## src/rtl/nco_clk_pkg.sv

```systemverilog
// nco_clk_pkg: shared types, default widths and divisor helper for the NCO tick scheduler
package nco_clk_pkg;

    typedef enum logic {IDLE, RUN} state_t;

    localparam int NCO_CNT_WIDTH   = 16;
    localparam int NCO_BURST_WIDTH = 16;
    localparam int NCO_DEFAULT_DIV = 4;

    // A divisor of zero behaves as one so the timer always has a reachable terminal count
    function automatic logic [31:0] sat_div(input logic [31:0] d);
        return (d == 32'd0) ? 32'd1 : d;
    endfunction

endpackage

```

## src/rtl/nco_interval_timer.sv

```systemverilog
// nco_interval_timer: interval counter that flags the last cycle of a D-cycle interval
module nco_interval_timer #(
    parameter int CNT_WIDTH = 16
) (
    input  logic                 clk_in,
    input  logic                 rst,
    input  logic                 clear,
    input  logic                 en,
    input  logic [CNT_WIDTH-1:0] div,
    output logic                 tc
);

    logic [CNT_WIDTH-1:0] count_q, count_d;

    assign tc = count_q == div - CNT_WIDTH'(1);

    // Count up while enabled and wrap to zero on terminal count, so the value never exceeds div-1
    always_comb begin
        count_d = clear ? '0 : en ? (tc ? '0 : count_q + CNT_WIDTH'(1)) : count_q;
    end

    // Interval counter register
    always_ff @(posedge clk_in) begin
        if (rst) count_q <= '0;
        else     count_q <= count_d;
    end

endmodule

```

## src/rtl/nco_tick_scheduler.sv

```systemverilog
// nco_tick_scheduler: run-time programmable tick/clk_out generator with bursts and tick-aligned reconfiguration
module nco_tick_scheduler import nco_clk_pkg::*; #(
    parameter int CNT_WIDTH   = nco_clk_pkg::NCO_CNT_WIDTH,
    parameter int BURST_WIDTH = nco_clk_pkg::NCO_BURST_WIDTH,
    parameter int DEFAULT_DIV = nco_clk_pkg::NCO_DEFAULT_DIV
) (
    input  logic                   clk_in,
    input  logic                   rst,
    input  logic                   cfg_valid,
    output logic                   cfg_ready,
    input  logic [CNT_WIDTH-1:0]   cfg_div,
    input  logic [BURST_WIDTH-1:0] cfg_burst,
    input  logic                   start,
    input  logic                   stop,
    output logic                   tick,
    output logic                   clk_out,
    output logic                   busy,
    output logic                   done,
    output logic [CNT_WIDTH-1:0]   active_div
);

    state_t                 state_q, state_d;
    logic [BURST_WIDTH-1:0] remaining_q, remaining_d;
    logic [BURST_WIDTH-1:0] active_burst_q, active_burst_d;
    logic [BURST_WIDTH-1:0] pend_burst_q, pend_burst_d;
    logic [CNT_WIDTH-1:0]   active_div_q, active_div_d;
    logic [CNT_WIDTH-1:0]   pend_div_q, pend_div_d;
    logic                   tick_q, tick_d;
    logic                   clk_out_q, clk_out_d;
    logic                   done_q, done_d;
    logic                   cfg_ready_q, cfg_ready_d;
    logic                   pending_valid_q, pending_valid_d;
    logic [CNT_WIDTH-1:0]   div_sat;
    logic                   accept, running, timer_tc;
    logic                   apply_pend, to_active, to_pend;

    assign accept     = cfg_valid && cfg_ready_q;
    assign running    = state_q == RUN;
    assign div_sat    = CNT_WIDTH'(sat_div(32'(active_div_q)));
    assign cfg_ready  = cfg_ready_q;
    assign tick       = tick_q;
    assign clk_out    = clk_out_q;
    assign busy       = running;
    assign done       = done_q;
    assign active_div = active_div_q;

    nco_interval_timer #(.CNT_WIDTH(CNT_WIDTH)) u_timer (
        .clk_in (clk_in),
        .rst    (rst),
        .clear  (!running || stop),
        .en     (running),
        .div    (div_sat),
        .tc     (timer_tc)
    );

    // Scheduler next state; leaving RUN lands configs straight in the active slot so nothing is left pending in IDLE
    always_comb begin
        state_d         = state_q;
        remaining_d     = remaining_q;
        active_div_d    = active_div_q;
        active_burst_d  = active_burst_q;
        pend_div_d      = pend_div_q;
        pend_burst_d    = pend_burst_q;
        pending_valid_d = pending_valid_q;
        clk_out_d       = clk_out_q;
        tick_d          = 1'b0;
        done_d          = 1'b0;
        apply_pend      = 1'b0;
        to_active       = 1'b0;
        to_pend         = 1'b0;
        if (!running) begin
            to_active = accept;
            if (start && !stop) begin
                state_d     = RUN;
                remaining_d = active_burst_q;
            end
        end else if (stop) begin
            state_d    = IDLE;
            clk_out_d  = 1'b0;
            apply_pend = pending_valid_q;
            to_active  = accept;
        end else if (timer_tc) begin
            tick_d      = 1'b1;
            clk_out_d   = !clk_out_q;
            apply_pend  = pending_valid_q;
            remaining_d = (remaining_q != '0) ? remaining_q - BURST_WIDTH'(1) : remaining_q;
            if (remaining_q == BURST_WIDTH'(1)) begin
                done_d    = 1'b1;
                clk_out_d = 1'b0;
                state_d   = IDLE;
                to_active = accept;
            end else begin
                to_pend = accept;
            end
        end else begin
            to_pend = accept;
        end
        if (apply_pend) begin
            active_div_d    = pend_div_q;
            active_burst_d  = pend_burst_q;
            pending_valid_d = 1'b0;
        end
        if (to_active) begin
            active_div_d   = cfg_div;
            active_burst_d = cfg_burst;
        end
        if (to_pend) begin
            pend_div_d      = cfg_div;
            pend_burst_d    = cfg_burst;
            pending_valid_d = 1'b1;
        end
        cfg_ready_d = !pending_valid_d;
    end

    // Scheduler state and registered outputs
    always_ff @(posedge clk_in) begin
        if (rst) begin
            state_q         <= IDLE;
            remaining_q     <= '0;
            active_div_q    <= CNT_WIDTH'(DEFAULT_DIV);
            active_burst_q  <= '0;
            pend_div_q      <= '0;
            pend_burst_q    <= '0;
            pending_valid_q <= 1'b0;
            cfg_ready_q     <= 1'b1;
            tick_q          <= 1'b0;
            clk_out_q       <= 1'b0;
            done_q          <= 1'b0;
        end else begin
            state_q         <= state_d;
            remaining_q     <= remaining_d;
            active_div_q    <= active_div_d;
            active_burst_q  <= active_burst_d;
            pend_div_q      <= pend_div_d;
            pend_burst_q    <= pend_burst_d;
            pending_valid_q <= pending_valid_d;
            cfg_ready_q     <= cfg_ready_d;
            tick_q          <= tick_d;
            clk_out_q       <= clk_out_d;
            done_q          <= done_d;
        end
    end

endmodule

```

## config.mk

```make
export PLATFORM = sky130hd
export DESIGN_NAME = nco_tick_scheduler
export DESIGN_NICKNAME = d
export VERILOG_FILES = /design/src/rtl/nco_clk_pkg.sv /design/src/rtl/nco_interval_timer.sv /design/src/rtl/nco_tick_scheduler.sv
export SDC_FILE = /design/constraint.sdc
export NUM_CORES = 1
export LEC_CHECK = 0
export CORE_ASPECT_RATIO = 1.2
export CORE_MARGIN = 2
export CORE_UTILIZATION = 52
export CTS_CLUSTER_DIAMETER = 100
export DETAILED_ROUTE_END_ITERATION = 10
export PLACE_DENSITY = 0.77
export SLEW_MARGIN = 40
export SYNTH_ARGS = -nofsm -noshare
export SYNTH_HDL_FRONTEND = slang
export SYNTH_SLANG_ARGS = --single-unit
```

## constraint.sdc

```tcl
create_clock -name clk_in -period 3.85 [get_ports clk_in]
set_input_delay 0.77 -clock clk_in [delete_from_list [all_inputs] [get_ports clk_in]]
set_output_delay 0.77 -clock clk_in [all_outputs]
set_load 0.005 [all_outputs]
```

==> results by group <==
Drt
  – Vias per cell: 6.56
  – DR DRC count: 0
  – Drt total wl: 18900 um
  – Antenna viol nets, final: 0
  – First-pass DRT Iterations: 5
  – Avg WL per Cell: 20.0 um
  – Via count: 6207
  – DRT iter0 DRCs: 639

STA
  – Fmax: approximately 0.24 GHz
  – Worst Slack Setup Final: -240 ps
  – Final Setup Violations: 36
  – Post-route clock period utilization: 1.06
  – Actual slew at the worst max-slew pin: 834 ps
  – RSZ-0062 raised after global routing: yes
  – Final min period: 4090 ps
  – Slew headroom: 0.444
  – Fin. Hold Viols: 0
  – Clock Skew: 11.1 ps
  – Total negative slack: -4930 ps
  – Slew Limit Fails: 0

Worst setup path
  – FF-to-FF Start: active_div[4]
  – Crit Path Class: reg -> reg
  – WP data required: 4060 ps
  – Setup crit start kind: flip-flop
  – R2R depth: 17
  – Worst EP arrival: around 4300 ps
  – Worst-path fanout max: 8
  – CP Launch Point: active_div[4]
  – Critical Path End Type: flip-flop

GRT
  – Total GRT Usage: 0.296
  – Vias in the first global route: approximately 6000
  – Met1 Use GR: 0.392
  – Met2 Usage GRT: 0.472
  – Met3 Use GR: 0.0449
  – First-pass GRT wire length: ~29000 um
  – Initial antenna violation count: 0
  – Largest net degree at the start of global routing: 50
  – GRT busiest layer: met2
  – Gr ovfl total: 0

Synthesis
  – Syn_area_per_cell: 8.15 um2
  – Synth Register Bits: 102
  – Synth warn: 0
  – Top cell type's share of synthesized area: 0.342
  – Synth area leader: dfxtp_1
  – Main synth FF type: dfxtp_1
  – Mapped Cells: 733
  – Synth top area cells: dfxtp_1, a211oi_1, nand2b_1
  – Distinct cells, synth: 64
  – Sequential area share after synthesis: 0.342
  – Syn nets: 774
  – Mapped cell area: 5970 um2
  – Async SR Flop Fraction: 0
  – Post-synth EDFFs: 0

Floorplan
  – Core Region: 11100 um2
  – Die area: 12400 um2
  – Initial Utilization: 0.536
  – Io pins: a little under 60
  – Die H: around 120 um
  – Row cnt: 42
  – Die Wd: 102 um

Placed design
  – Buffers on Ports: 57
  – Placement Cell Area: 6880 um2
  – Post-DP HPWL: about 11000 um
  – Placed Cells: 913
  – Dpl ws: -2.30 ps
  – Final RePlAce weighted congestion: roughly 0.92

Clocking
  – CTS Root Cell: clkbuf_16
  – Num CTS Buffers: 9
  – Clock transition at path regs: about 70 ps
  – CTS sink count: 102
  – CTS tree: done
  – Clock Path Buffers: 2
  – Worst skew pair latency: 350 ps
  – Number of H-tree levels: 3

Cells and area
  – Final std cells w/o fill: ~950
  – Antenna Cells: 0
  – # fillers: 886
  – Reg area: just over 2000 um2
  – Share of cells above drive strength 1: 0.173
  – Area of the multi-input gates: 3850 um2
  – NumNets Final: 829
  – Post-Layout Inst Area: 7580 um2
  – Layout area overhead: 26.9%

Worst hold path
  – Hold crit path type: reg -> reg
  – WHS Path Cells: 2
  – Hold Path Origin: remaining_q[11]

Pwr
  – Power per cell area: about 340 nW/um2
  – Worst VDD drop: 212 uV
  – Pleak: between 2 and 3 nW
  – Power consumption: between 2 and 3 mW

Run status
  – Failing checks: setup timing
  – Outcome: finished, violations left

Run
  – Maxcap violations: 0
[Yosys cell counts (all sizes together) (9+ instances only)]
cell type	number
a211oi	65
a21oi	23
a31oi	67
buf	10
clkbuf	63
dfxtp	102
inv	10
mux2i	32
nand2	59
nand2b	72
nand3	27
nor2	44
nor3	15
or3	9
or4	9
xnor2	12
xor2	10
[through the flow]
step	utilization	hold slack, ps
final	0.680	466
after global routing	0.680	483
after CTS	0.659	468
after detailed placement	0.618	458
after global placement	0.614	454
after floorplan	-	444
[worst max-delay path, cell delays in order (launching register included)]
cell and delay [ps]:
dfxtp_2 330, or4_4 550, nor4_4 300, and2_4 200, nor2_2 50, ha_4 170
or3b_1 210, buf_4 160, o32a_1 160, o22ai_2 90, a2111oi_4 290, nand3b_4 120
buf_6 130, or4_4 470, buf_6 160, buf_16 130, a211oi_1 340, a211oi_1 90
[final timing paths]
path                                         to  slack (ps)
worst max-delay path              active_div[1]        -240
worst min-delay path            remaining_q[11]         470
worst min register to register  remaining_q[11]         470
worst max register to register    active_div[1]        -240
[where the power goes]
part	internal (mW)	total (mW)	switching, mW
Combinational	0.244	0.555	0.311
Clock	0.453	0.864	0.411
Sequential	1.09	1.13	0.0320
[routing by layer]
layer / share of wire / vias to the layer above
met5: 0 / -
met4: 0.034 / 0
met3: 0.088 / 67
met2: 0.48 / 367
met1: 0.40 / 2958
li1: - / 2815
[cells in the final DEF (no fill, tap or decap), types with 4 or more instances in the layout]
cell type / instances
and3_1: 4
nor2b_1: 5
a211oi_1: 43
a21oi_1: 21
nand4_1: 8
a211oi_2: 22
or2_2: 4
xor2_1: 10
clkbuf_16: 11
buf_12: 5
nand2_1: 58
nor3_1: 14
or3_1: 8
clkdlybuf4s50_1: 56
nor2_1: 40
nor4_1: 4
nand2b_1: 72
buf_4: 42
dfxtp_1: 99
inv_1: 10
o22ai_1: 6
o21a_1: 5
buf_6: 6
xnor2_1: 11
a31oi_1: 67
o31a_1: 4
o21ai_0: 5
nand3_1: 25
or4_1: 6
mux2i_1: 31
[area by class of cell]
type	count	share of cell area
Multi-Input combinational cell	550	0.508
Tap cell	154	0.0254
Sequential cell	102	0.270
Timing Repair Buffer	115	0.155
Clock inverter	5	0.00446
Inverter	10	0.00495
Clock buffer	10	0.0315
[timing repair]
action | in CTS | in global routing
cloned | 4 | 4
gates resized for setup | 10 | 34
pin swaps | 8 | 4
endpoints found under the setup margin | 31 | 59
setup buffers | 6 | 5
hold buffers | 0 | 0
[state kept, by name, summed over array words and instances, names as in the netlist]
name / count
cfg_ready: 1
clk_out: 1
active_burst_q: 16
remaining_q: 16
pend_div_q: 16
tick: 1
busy: 1
active_div: 16
pending_valid_q: 1
pend_burst_q: 16
done: 1
u_timer.count_q: 16
[cells by family after synthesis]
family,synth area share
DFF,0.342
AOI/OAI and AO/OA,0.249
adders and majority gates,0.00838
buffers and inverters,0.0595
and+or+nand+nor,0.253
xor gates and xnor gates,0.0323
muxes,0.0555
No activity file was read; power rests on OpenSTA's default activity.
==> edit: new RTL, same settings <==
Make the reset (`rst`) asynchronous in 2 clocked blocks.
--- a/src/rtl/nco_interval_timer.sv
+++ b/src/rtl/nco_interval_timer.sv
@@ -20,7 +20,7 @@
     end
 
     // Interval counter register
-    always_ff @(posedge clk_in) begin
+    always_ff @(posedge clk_in or posedge rst) begin
         if (rst) count_q <= '0;
         else     count_q <= count_d;
     end
--- a/src/rtl/nco_tick_scheduler.sv
+++ b/src/rtl/nco_tick_scheduler.sv
@@ -113,7 +113,7 @@
     end
 
     // Scheduler state and registered outputs
-    always_ff @(posedge clk_in) begin
+    always_ff @(posedge clk_in or posedge rst) begin
         if (rst) begin
             state_q         <= IDLE;
             remaining_q     <= '0;
Behaviour: differs if rst is asserted again (counterexample within 4 cycles, from zero or initial values and one cycle with rst high); with rst held inactive, the same outputs for 4 cycles.
==> edit against the unedited design <==
  * Routed wire length shrank 26%
  * Critical path depth shrank 4
  * Clock power grew 16%
  * Design area shrank 10%
  * First-iteration DRC count shrank 54%
  * Worst setup slack gained 0.39 ns
  * Area after synthesis shrank 6.0%
  * Worst hold slack lost 0.019 ns
  * Total power grew 38%
  * Sequential cell count is the same
  * Global-route usage shrank 4.9 points
  * Largest cell class unchanged
  * Highest routed layer unchanged
==> edit: results (changes against the unedited design) <==
<table>
<tr><th>Metric</th><th>Value</th></tr>
<tr><th colspan="2">Status</th></tr>
<tr><td>Run status</td><td>completed</td></tr>
<tr><th colspan="2">Synthesis</th></tr>
<tr><td>Share of synthesized flip-flops with an asynchronous set or reset</td><td>100% (+100 points)</td></tr>
<tr><td>Number of distinct library cells after synthesis</td><td>67 (+4.7%)</td></tr>
<tr><td>Sequential fraction of the synthesis area</td><td>45.5% (+11 points)</td></tr>
<tr><td>Synth cell count leaders</td><td>sky130_fd_sc_hd__nand2_1, sky130_fd_sc_hd__dfrtp_1, sky130_fd_sc_hd__nor2_1, sky130_fd_sc_hd__a31oi_1, sky130_fd_sc_hd__mux2_4</td></tr>
<tr><td>Count of mapped cells out of synthesis</td><td>588 (-20%)</td></tr>
<tr><th colspan="2">Finish</th></tr>
<tr><td>Number of cells in the finished layout apart from fillers</td><td>791 (-16%)</td></tr>
<tr><td>Net total in the final layout</td><td>698 (-16%)</td></tr>
<tr><td>Share of layout cells above drive strength 1</td><td>16.3% (-0.98 points)</td></tr>
<tr><th colspan="2">Routing</th></tr>
<tr><td>Via density per instance</td><td>5.92 (-9.7%)</td></tr>
<tr><td>DR WL/cell</td><td>17.7 um (-12%)</td></tr>
<tr><td>Starting DRC count in detailed routing</td><td>291 (-54%)</td></tr>
<tr><th colspan="2">GRT</th></tr>
<tr><td>Global-route wire length before repair</td><td>23,200 um (-21%)</td></tr>
<tr><td>Largest net degree at the start of global routing</td><td>65 (+30%)</td></tr>
<tr><td>Via count of the first global-routing pass</td><td>4,639 (-22%)</td></tr>
<tr><td>Overall Global Routing Usage</td><td>24.6% (-4.9 points)</td></tr>
<tr><th colspan="2">Critical path</th></tr>
<tr><td>Data arrival at the endpoint of the critical path</td><td>3.94 ns (-0.36 ns)</td></tr>
<tr><td>Worst-path fanout max</td><td>9 (+1)</td></tr>
<tr><td>Launch point of the critical path</td><td>active_div[2]$_DFFE_PP1P_</td></tr>
<tr><th colspan="2">Placement</th></tr>
<tr><td>Post-detailed-placement half-perimeter wirelength</td><td>9990 um (-12%)</td></tr>
<tr><td>Routability congestion estimate</td><td>0.892 (-2.7%)</td></tr>
<tr><td>Cell Count Post-Placement</td><td>770 (-16%)</td></tr>
<tr><td>Setup slack after placement</td><td>0.0487 ns (+0.0510 ns)</td></tr>
<tr><th colspan="2">Timing</th></tr>
<tr><td>Clock skew</td><td>0.0104 ns (-0.000674 ns)</td></tr>
<tr><td>Max-slew headroom at the worst pin</td><td>52.2% (+7.8 points)</td></tr>
<tr><th colspan="2">CTS</th></tr>
<tr><td>Maximum clock path buffer count</td><td>2 (unchanged)</td></tr>
<tr><th colspan="2">Pwr</th></tr>
<tr><td>Max VDD drop</td><td>0.308 mV (+45%)</td></tr>
<tr><td>Leakage power of the design</td><td>2.90 nW (+11%)</td></tr>
</table>
edit: cell type report:
type / instances / area, um2
Clock buffer: 10 / 229
Clock inverter: 6 / 93.8
Fill cell: 819 / 3700
Inverter: 12 / 47.5
Multi-Input combinational cell: 440 / 2840
Sequential cell: 102 / 2550
Tap cell: 129 / 161
Timing Repair Buffer: 92 / 888
edit: stage by stage:
stage / area (um2) / util, %
after global routing: 6820 / 64.8
after detailed placement: 6400 / 60.9
after CTS: 6720 / 63.9
final: 6820 / 64.8
after global placement: 6400 / 60.9
after floorplan: 5620 / -
edit: where the power goes:
group | switching [mW] | internal, mW
clock network | 0.427 | 0.577
logic | 0.465 | 0.521
registers | 0.204 | 1.33
edit: critical path, cell delays in order, from the launching register on:
cell and delay (ns):
sky130_fd_sc_hd__dfstp_2 0.56, sky130_fd_sc_hd__or4_1 0.18, sky130_fd_sc_hd__nor4_4 0.05, sky130_fd_sc_hd__nor2_1 0.10
sky130_fd_sc_hd__ha_1 0.22, sky130_fd_sc_hd__or4b_2 0.63, sky130_fd_sc_hd__or4_1 0.43, sky130_fd_sc_hd__nand3_1 0.10
sky130_fd_sc_hd__a211o_1 0.16, sky130_fd_sc_hd__a211oi_4 0.06, sky130_fd_sc_hd__and4_4 0.20, sky130_fd_sc_hd__nor3_4 0.34
sky130_fd_sc_hd__clkbuf_16 0.25, sky130_fd_sc_hd__mux2_4 0.30
edit: final timing paths:
check | slack, ns | endpoint | depth (start not counted)
worst max-delay path | 0.15 | pend_burst_q[8]$_DFFE_PP0P_ | 13
worst min-delay path | 0.45 | cfg_ready$_DFF_PP1_ | 1
worst max register to register | 0.15 | pend_burst_q[8]$_DFFE_PP0P_ | 13
worst min register to register | 0.45 | cfg_ready$_DFF_PP1_ | 1
max in group asynchronous | 2.16 | pend_burst_q[0]$_DFFE_PP0P_ | 3
min in group asynchronous | 0.89 | pend_burst_q[12]$_DFFE_PP0P_ | 2
edit: repair_timing:
item / CTS / global route
gates resized for setup: 0 / 7
buffers inserted: 0 / 4
hold buffers: 0 / 0
endpoints found under the setup margin: 0 / 81
edit: kinds of logic after synthesis:
group,share of synthesized area (%)
compound gates,11.7
xor+xnor,3.74
mux,9.98
flops,45.5
fa+ha+maj,0.891
simple gates,23.5
buf+inv,4.79
edit: per-layer routing:
layer  track usage, %  vias to the layer above  part of all wire, %
li1                 -                     2210                    -
met4             12.7                        0                  3.9
met3             2.67                       42                  3.3
met5                0                        -                    0
met1             32.5                     2313                   43
met2             39.9                      121                   50
